[src/rtl/knight_seq_pkg.sv]
// Shared types and constants for the Knight's Tour command sequencer.
package knight_seq_pkg;

    // Playback controller states.
    typedef enum logic [2:0] {
        S_IDLE,
        S_ISSUE,
        S_WAIT_SENT,
        S_WAIT_RESP,
        S_GAP,
        S_END
    } state_t;

    // Run outcome reported on err.
    typedef enum logic [1:0] {
        ERR_NONE     = 2'b00,
        ERR_TMO      = 2'b01,
        ERR_MISMATCH = 2'b10,
        ERR_ABORT    = 2'b11
    } err_t;

    // Default RemoteComm command width; the entry layout below matches it.
    localparam int ENTRY_CMD_W = 16;

    // One queue entry as presented on wr_data: command in the upper bits,
    // the response byte it should produce in the low byte.
    typedef struct packed {
        logic [ENTRY_CMD_W-1:0] cmd;
        logic [7:0]             exp_resp;
    } entry_t;

    // Acknowledge byte returned by KnightPhysics for a well-formed command.
    localparam logic [7:0] RESP_ACK = 8'hA5;

    // Larger of two counts, used to size the shared timer.
    function automatic int max_cnt(input int a, input int b);
        return (a > b) ? a : b;
    endfunction

endpackage

[src/rtl/knight_cmd_sequencer_seq_timer.sv]
// Loadable down-counter shared by the response timeout and the inter-command gap.
module seq_timer #(
    parameter int W = 24
) (
    input  logic         clk,
    input  logic         rst_n,
    input  logic         load,
    input  logic [W-1:0] load_val,
    input  logic         en,
    output logic         expired
);

    logic [W-1:0] cnt;

    // Load wins over counting; the counter parks at zero once it gets there.
    // NOTE: sequential state is updated with <= only, so every flop samples pre-edge values.
    always_ff @(posedge clk or negedge rst_n) begin
        if (!rst_n) begin
            cnt <= '0;
        end else if (load) begin
            cnt <= load_val;
        end else if (en && (cnt != '0)) begin
            cnt <= cnt - 1'b1;
        end
    end

    assign expired = (cnt == '0);

endmodule

[src/rtl/knight_cmd_sequencer.sv]
// Command player: replays a small queue of {cmd, expected response} entries
// into RemoteComm, checks each reply and reports pass/fail and the failing index.
module knight_cmd_sequencer
    import knight_seq_pkg::*;
#(
    parameter int DEPTH   = 16,
    parameter int CMD_W   = 16,
    parameter int TMO_CYC = 10_000_000,
    parameter int GAP_CYC = 16
) (
    input  logic                     clk,
    input  logic                     rst_n,
    input  logic                     wr_en,
    input  logic [CMD_W+7:0]         wr_data,
    input  logic                     clr,
    input  logic                     start,
    input  logic                     abort,
    output logic                     full,
    output logic [$clog2(DEPTH):0]   count,
    output logic [CMD_W-1:0]         cmd,
    output logic                     send_cmd,
    input  logic                     cmd_sent,
    input  logic                     resp_rdy,
    input  logic [7:0]               resp,
    output logic                     busy,
    output logic                     done,
    output logic                     pass,
    output logic [1:0]               err,
    output logic [$clog2(DEPTH)-1:0] fail_idx
);

    localparam int AW    = $clog2(DEPTH);
    localparam int TMR_W = $clog2(max_cnt(TMO_CYC, GAP_CYC) + 1);

    // The timer counts down to zero inclusive, so a window of N cycles loads N-1.
    localparam logic [TMR_W-1:0] TMO_LOAD = TMR_W'(TMO_CYC - 1);
    localparam logic [TMR_W-1:0] GAP_LOAD = TMR_W'((GAP_CYC > 0) ? GAP_CYC - 1 : 0);

    state_t             state;
    logic [AW-1:0]      ptr;
    logic [CMD_W+7:0]   queue_q [DEPTH];
    logic [CMD_W+7:0]   cur_entry;
    logic [CMD_W-1:0]   cur_cmd;
    logic [7:0]         cur_exp;
    logic               is_last;
    logic               resp_ok;
    logic               tmr_load;
    logic [TMR_W-1:0]   tmr_val;
    logic               tmr_en;
    logic               tmr_expired;
    logic               wr_accept;

    assign full      = (count == (AW + 1)'(DEPTH));
    assign wr_accept = wr_en && !clr && !full && !busy;

    assign cur_entry = queue_q[ptr];
    assign cur_cmd   = cur_entry[CMD_W+7:8];
    assign cur_exp   = cur_entry[7:0];
    assign resp_ok   = (resp == cur_exp);
    assign is_last   = ({1'b0, ptr} == (count - 1'b1));

    // Queue storage: plain flops written at the current fill level.
    // NOTE: the entry array has no reset; count returns to 0 so stale entries are never read.
    always_ff @(posedge clk) begin
        if (wr_accept) begin
            queue_q[count[AW-1:0]] <= wr_data;
        end
    end

    // Fill level: clr beats wr_en, and the queue is frozen during playback.
    always_ff @(posedge clk or negedge rst_n) begin
        if (!rst_n) begin
            count <= '0;
        end else if (!busy) begin
            if (clr) begin
                count <= '0;
            end else if (wr_accept) begin
                count <= count + 1'b1;
            end
        end
    end

    // Timer control: arm the timeout on every entry into ISSUE, the gap on an accepted reply.
    // NOTE: every always_comb output gets a default first so no latch is inferred.
    always_comb begin
        tmr_load = 1'b0;
        tmr_val  = TMO_LOAD;
        unique case (state)
            S_IDLE: begin
                if (start && (count != '0)) begin
                    tmr_load = 1'b1;
                end
            end
            S_GAP: begin
                if (tmr_expired) begin
                    tmr_load = 1'b1;
                end
            end
            S_WAIT_SENT, S_WAIT_RESP: begin
                if (resp_rdy && resp_ok && !is_last) begin
                    tmr_load = 1'b1;
                    if (GAP_CYC > 0) begin
                        tmr_val = GAP_LOAD;
                    end
                end
            end
            default: begin
            end
        endcase
    end

    assign tmr_en = (state == S_ISSUE) || (state == S_WAIT_SENT) ||
                    (state == S_WAIT_RESP) || (state == S_GAP);

    seq_timer #(
        .W (TMR_W)
    ) u_timer (
        .clk      (clk),
        .rst_n    (rst_n),
        .load     (tmr_load),
        .load_val (tmr_val),
        .en       (tmr_en),
        .expired  (tmr_expired)
    );

    // Playback FSM with registered outputs; abort pre-empts everything while busy.
    always_ff @(posedge clk or negedge rst_n) begin
        if (!rst_n) begin
            state    <= S_IDLE;
            ptr      <= '0;
            cmd      <= '0;
            send_cmd <= 1'b0;
            busy     <= 1'b0;
            done     <= 1'b0;
            pass     <= 1'b0;
            err      <= ERR_NONE;
            fail_idx <= '0;
        end else begin
            send_cmd <= 1'b0;
            if (abort && (state != S_IDLE) && (state != S_END)) begin
                state    <= S_END;
                busy     <= 1'b0;
                done     <= 1'b1;
                pass     <= 1'b0;
                err      <= ERR_ABORT;
                fail_idx <= ptr;
            end else begin
                unique case (state)
                    S_IDLE: begin
                        if (start) begin
                            ptr      <= '0;
                            pass     <= 1'b0;
                            err      <= ERR_NONE;
                            fail_idx <= '0;
                            if (count == '0) begin
                                state <= S_END;
                                done  <= 1'b1;
                                pass  <= 1'b1;
                            end else begin
                                state <= S_ISSUE;
                                busy  <= 1'b1;
                                done  <= 1'b0;
                            end
                        end
                    end
                    S_ISSUE: begin
                        cmd      <= cur_cmd;
                        send_cmd <= 1'b1;
                        state    <= S_WAIT_SENT;
                    end
                    S_WAIT_SENT, S_WAIT_RESP: begin
                        // An early reply (before or with cmd_sent) is judged right away.
                        if (resp_rdy) begin
                            if (!resp_ok) begin
                                state    <= S_END;
                                busy     <= 1'b0;
                                done     <= 1'b1;
                                err      <= ERR_MISMATCH;
                                fail_idx <= ptr;
                            end else if (is_last) begin
                                state <= S_END;
                                busy  <= 1'b0;
                                done  <= 1'b1;
                                pass  <= 1'b1;
                            end else begin
                                ptr   <= ptr + 1'b1;
                                state <= (GAP_CYC == 0) ? S_ISSUE : S_GAP;
                            end
                        end else if (tmr_expired) begin
                            state    <= S_END;
                            busy     <= 1'b0;
                            done     <= 1'b1;
                            err      <= ERR_TMO;
                            fail_idx <= ptr;
                        end else if ((state == S_WAIT_SENT) && cmd_sent) begin
                            state <= S_WAIT_RESP;
                        end
                    end
                    S_GAP: begin
                        if (tmr_expired) begin
                            state <= S_ISSUE;
                        end
                    end
                    S_END: begin
                        state <= S_IDLE;
                    end
                    default: begin
                        state <= S_IDLE;
                    end
                endcase
            end
        end
    end

endmodule

[config.mk]
export PLATFORM = sky130hd
export DESIGN_NAME = knight_cmd_sequencer
export DESIGN_NICKNAME = d
export VERILOG_FILES = /design/src/rtl/knight_seq_pkg.sv /design/src/rtl/knight_cmd_sequencer_seq_timer.sv /design/src/rtl/knight_cmd_sequencer.sv
export SDC_FILE = /design/constraint.sdc
export NUM_CORES = 1
export LEC_CHECK = 0
export ABC_CLOCK_PERIOD_IN_PS = 7500
export BUFFER_PORTS_ARGS = -buffer_cell sky130_fd_sc_hd__buf_2
export CORE_AREA = 2 2 211 213
export CTS_CLUSTER_SIZE = 14
export DETAILED_ROUTE_END_ITERATION = 10
export DIE_AREA = 0 0 213 215
export GPL_ROUTABILITY_DRIVEN = 0
export GPL_TIMING_DRIVEN = 1
export HOLD_SLACK_MARGIN = 0.12
export PLACE_DENSITY_LB_ADDON = 0.12
export SLEW_MARGIN = 20
export SYNTH_ARGS = -nofsm -noshare
export SYNTH_HDL_FRONTEND = slang
export SYNTH_SLANG_ARGS = --single-unit
export TNS_END_PERCENT = 30
[constraint.sdc]
create_clock -name clk -period 7.5 [get_ports clk]
set_clock_uncertainty 0.15 [all_clocks]
set_input_delay 1.5 -clock clk [delete_from_list [all_inputs] [get_ports clk]]
set_output_delay 1.5 -clock clk [all_outputs]
set_load 0.005 [all_outputs]
# ---- Word level (Yosys, flattened, before mapping)
# Memories as Yosys holds them, arrays and structs flattened.
# Index checks and enable logic that the tools add are counted.
dict set report op_classes {
  addsub 4
  n_eq_ne 22
  mux 60
  bitwise_logic 2
  reduce_logical 36
}
# cell count
set op_table {}
lappend op_table {{$mux W24} 4}
lappend op_table {{$mux W4} 8}
lappend op_table {{$mux W1} 26}
lappend op_table {{$logic_not A24 Y1} 1}
lappend op_table {{$reduce_bool A24 Y1} 1}
lappend op_table {{$sub A24 B1 Y24 const B} 1}
lappend op_table {{$mux W3} 7}
lappend op_table {{$ne A3 B3 Y1 const B} 6}
lappend op_table {{$pmux W4 S2} 2}
lappend op_table {{$pmux W3 S4} 1}
lappend op_table {{$logic_and A1 B1 Y1} 10}
lappend op_table {{$mux W2} 5}
lappend op_table {{$mux W5} 2}
lappend op_table {{$ne A5 B5 Y1 const B} 2}
lappend op_table {{$reduce_and A5 Y1} 2}
lappend op_table {{$eq A8 B8 Y1} 1}
lappend op_table {{$ne A2 B2 Y1 const B} 4}
lappend op_table {{$ne A4 B4 Y1 const B} 2}
lappend op_table {{$reduce_and A4 Y1} 2}
lappend op_table {{$eq A3 B2 Y1 const B} 2}
lappend op_table {{$pmux W1 S2} 3}
lappend op_table {{$reduce_and A6 Y1} 1}
lappend op_table {{$reduce_bool A2 Y1} 3}
lappend op_table {{$reduce_bool A3 Y1} 2}
lappend op_table {{other kinds (19)} 26}
dict set report totals {
  regBits 62
  mem_bits_rw 384
  in_bits 40
  out_inout_bits 32
  elab_cells 136
  mem_count 1
}
# memory depth word_bits rd rd_ports_with_merged_regs wr line
set mem_list {}
lappend mem_list {queue_q 16 24 1 0 1 knight_cmd_sequencer.sv:41} ;# logic [CMD_W+7:0] queue_q [DEPTH];

# ---- Longest topological paths before layout
dict set report logic_depth {
  word_depth 7
  ltp_mapped 12
  ltp_nobuf 11
}

# ---- By module
# A second synthesis with hierarchy kept.
dict set report unflattened {
  cells_unflattened 1063
  area_unflattened_um2 18482.7
}
# mod instances cells_per_inst area_each_um2 seq_area_each_um2
set modules_own_cells {}
lappend modules_own_cells {knight_cmd_sequencer 1 906 16985.0 12482.0}
lappend modules_own_cells {seq_timer 1 157 1497.7 600.6}

# ---- Least setup slack after synthesis
# OpenSTA, ideal clock, no wires.
dict set report synth_path {
  path_type {input-to-reg}
  start {input port resp[2]}
  end {register fail_idx[2]}
  setup_ns 0.125
  t_arrival_ns 3.335
  t_required_ns 7.225
  path_slack_ns 3.890
  path_stages 8
  n_path_buf 1
  cell_sequence {clkbuf_1 -> xnor2_1 -> or3_1 -> a32oi_2 -> o211ai_4 -> a211oi_4 -> a31oi_4 -> mux2_4}
}
dict set report synth_via {
  elab_chain_len 3
}
# element line
set synth_lines {}
lappend synth_lines {{from (decl)} knight_cmd_sequencer.sv:24} ;# input logic [7:0] resp,
lappend synth_lines {{$eq A8 B8 Y1} knight_cmd_sequencer.sv:59} ;# assign resp_ok = (resp == cur_exp);
lappend synth_lines {{$ne A4 B4 Y1 (no line)} --}
lappend synth_lines {{$reduce_and A4 Y1 (no line)} --}
lappend synth_lines {{to (signal assigned)} knight_cmd_sequencer.sv:146} ;# fail_idx <= ptr;
lappend synth_lines {{to (signal assigned)} knight_cmd_sequencer.sv:179} ;# fail_idx <= ptr;
lappend synth_lines {{to (signal assigned)} knight_cmd_sequencer.sv:194} ;# fail_idx <= ptr;
lappend synth_lines {{to (decl)} knight_cmd_sequencer.sv:29} ;# output logic [$clog2(DEPTH)-1:0] fail_idx
# No other way between the ends.
# A chain may end at the register's enable or synchronous reset.

# ---- Final worst setup path
dict set report layout_path {
  start {register ptr[0]}
  end {register u_timer.cnt[21]}
}
dict set report layout_via {
  elab_chain_len 7
  elab_cells_between_ends 10
  cone_classes {2 x eq/ne; 3 x mux; 4 x reduce/logical; 1 x memory}
}
# element line
set layout_lines {}
lappend layout_lines {{from (decl)} knight_cmd_sequencer.sv:40} ;# logic [AW-1:0] ptr;
lappend layout_lines {{from (signal assigned)} knight_cmd_sequencer.sv:186} ;# ptr <= ptr + 1'b1;
lappend layout_lines {{$mem_v2 Z16 W24} --}
lappend layout_lines {{$eq A8 B8 Y1} knight_cmd_sequencer.sv:59}
lappend layout_lines {{$logic_and A1 B1 Y1} knight_cmd_sequencer.sv:100} ;# if (resp_rdy && resp_ok && !is_last) begin
lappend layout_lines {{$logic_and A1 B1 Y1 (*)} knight_cmd_sequencer.sv:100}
lappend layout_lines {{$mux W1 (*)} knight_cmd_sequencer.sv:100}
lappend layout_lines {{$pmux W1 S3 (*)} knight_cmd_sequencer.sv:88} ;# unique case (state)
lappend layout_lines {{$mux W24 or $reduce_bool A2 Y1 (tied branches)} --}
lappend layout_lines {{to (signal assigned)} knight_cmd_sequencer_seq_timer.sv:21} ;# cnt <= load_val;
lappend layout_lines {{to (signal assigned)} knight_cmd_sequencer_seq_timer.sv:23} ;# cnt <= cnt - 1'b1;
lappend layout_lines {{to (decl)} knight_cmd_sequencer_seq_timer.sv:13} ;# logic [W-1:0] cnt;
# Every way passes the cells marked *; elsewhere a longest branch is shown, timed or not.

==> out/qor.yml <==
sta:
  finalSetupTns_ns: 0
  finalCriticalPeriod_ns: 4.18
  final-max-slew-violation-count: 0
  setup_viol: 0
  hold_viol_final: 0
  setup_ws_ns: 3.32
  rsz0062_at_grt: "no"
  timing.final.crit_share_pct: 55.8
  clock.fmax_mhz: 239
  relSlewSlack_pct: 29.4
  tightest_slew_ns: 1.06
floorplanning:
  start_util_pct: 41.3
  die_x_um: 213
  die_y_um: 215
  core_region_area_sq_um: 43600
  rows: 77
  io_pins: 72
  die-area_sq_um: 45800
logic_synthesis:
  syn_inst: 947
  yosysSeqAreaShare_pct: 72.5
  synth.distinct_cells: 67
  yosys_warnings: 0
  async_flop_share_pct: 13.9
  syn_area_sq_um: 18000
  synth-seq-cells: 446
  synth_area_per_cell_sq_um: 19.1
  synth_edf_count: 384
  ys.flop_type: "edfxtp_1"
  syn_nets: 994
grt:
  grt_max_degree: 95
  grt_pass1_wl_um: 62000
  antenna_found_initial: 1
  grt-ovfl-total: 0
  grt_pass1_vias: 9333
  grt_usage_pct: 18.7
critical_path:
  r2r_end: "u_timer.cnt[21]"
  worstSetupPathType: "reg -> reg"
  r2r_cells: 10
  reg2reg_slack_ns: 3.32
  startpoint: "ptr[0]"
  arrival_ns: 4.48
  crit_path_start_kind: "flop"
  rr_startpoint: "ptr[0]"
  path_max_fanout: 94
  cp-end-kind: "flop"
  crit_required_ns: 7.80
cts:
  htreeDepth: 2
  cts_resized: 0
  cts_tree: "built"
  cts_root_buf: "clkbuf_16"
  clkLatencyLatePin_ns: 0.58
  clock_sinks: 446
  cts_setup_buffers: 0
  clock_path_buffers: 3
  cts_buffers: 48
  clkTransAtPathRegs_ns: 0.06
  holdBufCountCts: 0
placement:
  dpl.hpwl_um: 21700
  placement.cell_area_sq_um: 19000
  port_buffers: 71
  place_ws_ns: 3.21
cells_and_area:
  layout_common_cells: "edfxtp_1 (384), mux4_2 (90), buf_2 (71)"
  fin_nets: 1079
  drive_gt1_share_pct: 26.9
  stdcell_area_sq_um: 20500
  fillers: 3670
  final_common_cell: "edfxtp_1"
  areaGrowthSynthToFinish_pct: 13.6
route:
  drc: 0
  routed_wl_um: 41500
  avgRoutedWirePerCell_um: 24.9
  vias_per_cell: 5.38
  drt_iter0_drc: 701
  drtAntennaViolNets: 0
  firstDrtPassIters: 5
  vias: 8955
pwr:
  switchingPower_mw: 1.48
  p_total_mw: 5.94
  leakage_nw: 6.68
  ir_worst_vdd_v: 0.000167
  p_sw_share_pct: 24.9
  pwr-share-comb_pct: 12.3
  p_clk_share_pct: 37.5
  seqPwrFrac_pct: 50.2
  internal_power_mw: 4.47
  powerDensity_nw_per_um2: 290
run_status:
  status: "complete, no violations"
min_path:
  min_path_cells: 1
  hp-start: "cmd[4]"
  min_to: "cmd[4]"
  min_path_type: "reg -> reg"
flow_run:
  cap_violations: 0
-- worst max-delay path: stages (launching register included) --
cell and delay (ns):
dfrtp_4 0.78, buf_12 0.62, mux4_2 0.59, mux2i_1 0.20
xnor2_1 0.10, a32oi_2 0.20, o211ai_4 0.14, a2111oi_4 0.34
buf_4 0.29, or2_1 0.41, nor2_1 0.10
-- metal layers --
layer	share of wire, %	routed length [um]	vias to the layer above	GRT usage (%)
li1	-	-	3981	-
met1	46	19100	4676	27.0
met2	47	19600	239	29.6
met3	4.7	1950	59	2.95
met4	2.0	842	0	5.41
met5	0	0	-	0
-- layout make-up --
| class | instances | area (sq um) | area share (%) |
|---|---|---|---|
| flip-flops and latches | 446 | 13100 | 63.8 |
| multi-input cells | 445 | 4730 | 23.1 |
| clock buffers | 64 | 1320 | 6.45 |
| well taps | 592 | 741 | 3.61 |
| repair buffers | 78 | 420 | 2.05 |
| clock inverters | 25 | 153 | 0.744 |
| inverters | 13 | 48.8 | 0.238 |
| diodes | 1 | 2.50 | 0.0122 |
-- cell usage after synthesis (all sizes together), types with 3 or more instances --
| cell | count | area share, % |
|---|---|---|
| a31oi | 5 | 0.29 |
| nand2 | 20 | 0.42 |
| o22a | 3 | 0.15 |
| a22o | 5 | 0.24 |
| o21ai | 20 | 0.55 |
| clkbuf | 19 | 0.40 |
| a21oi | 18 | 0.50 |
| mux4 | 90 | 11 |
| mux2 | 19 | 1.2 |
| a22oi | 13 | 0.57 |
| xnor2 | 26 | 1.3 |
| edfxtp | 384 | 64 |
| nor2b | 4 | 0.14 |
| ha | 7 | 0.49 |
| and2 | 18 | 0.63 |
| nand3 | 9 | 0.25 |
| buf | 24 | 0.78 |
| nand4 | 4 | 0.14 |
| nor2 | 32 | 0.67 |
| xor2 | 20 | 0.97 |
| mux2i | 53 | 2.9 |
| dfrtp | 62 | 8.6 |
| nor3 | 15 | 0.44 |
| or3 | 12 | 0.42 |
| and3 | 8 | 0.28 |
| nor4 | 4 | 0.14 |
| a221oi | 3 | 0.15 |
| inv | 13 | 0.27 |
| nand2b | 6 | 0.21 |
-- how the worst max path moves through the flow --
stage / end / slack (ns) / cells past startpoint
final: u_timer.cnt[21] / 3.32 / 10
after global routing: u_timer.cnt[17] / 2.97 / 10
after CTS: u_timer.cnt[21] / 3.18 / 10
after detailed placement: u_timer.cnt[16] / 3.21 / 10
after global placement: u_timer.cnt[14] / 3.26 / 10
after floorplan: fail_idx[2] / 3.89 / 8
-- sequential cells by signal, summed over array words and instances, names as in the netlist --
name,flops
u_timer.cnt,24
count,5
fail_idx,4
err,2
ptr,4
cmd,16
send_cmd,1
pass,1
queue_q,384
state,3
done,1
busy,1
-- stage by stage --
step	hold slack [ns]	util, %	cells
detailed placement	0.341	43.6	1574
finish	0.350	47.0	1664
global route	0.373	47.0	1663
floorplan	0.333	-	947
global placement	0.338	43.6	1574
CTS	0.355	47.0	1663
-- kinds of logic after synthesis --
| kind of cell | after synthesis | share of synthesized area [%] |
|---|---|---|
| buf+inv | 56 | 1.44 |
| flops | 446 | 72.5 |
| xor+xnor | 46 | 2.23 |
| fa+ha+maj | 7 | 0.485 |
| compound gates | 88 | 3.74 |
| mux | 162 | 15.4 |
| simple gates | 142 | 4.19 |
-- power by group through the flow --
stage | Sequential [mW] | Combinational (mW) | Clock, mW
after floorplan | 3.00 | 0.489 | 0
after global placement | 3.03 | 0.734 | 0
after detailed placement | 3.03 | 0.738 | 0
after CTS | 2.99 | 0.742 | 2.28
after global routing | 3.01 | 0.813 | 2.38
final | 2.99 | 0.731 | 2.23
Power figures use the tool's default switching activity.
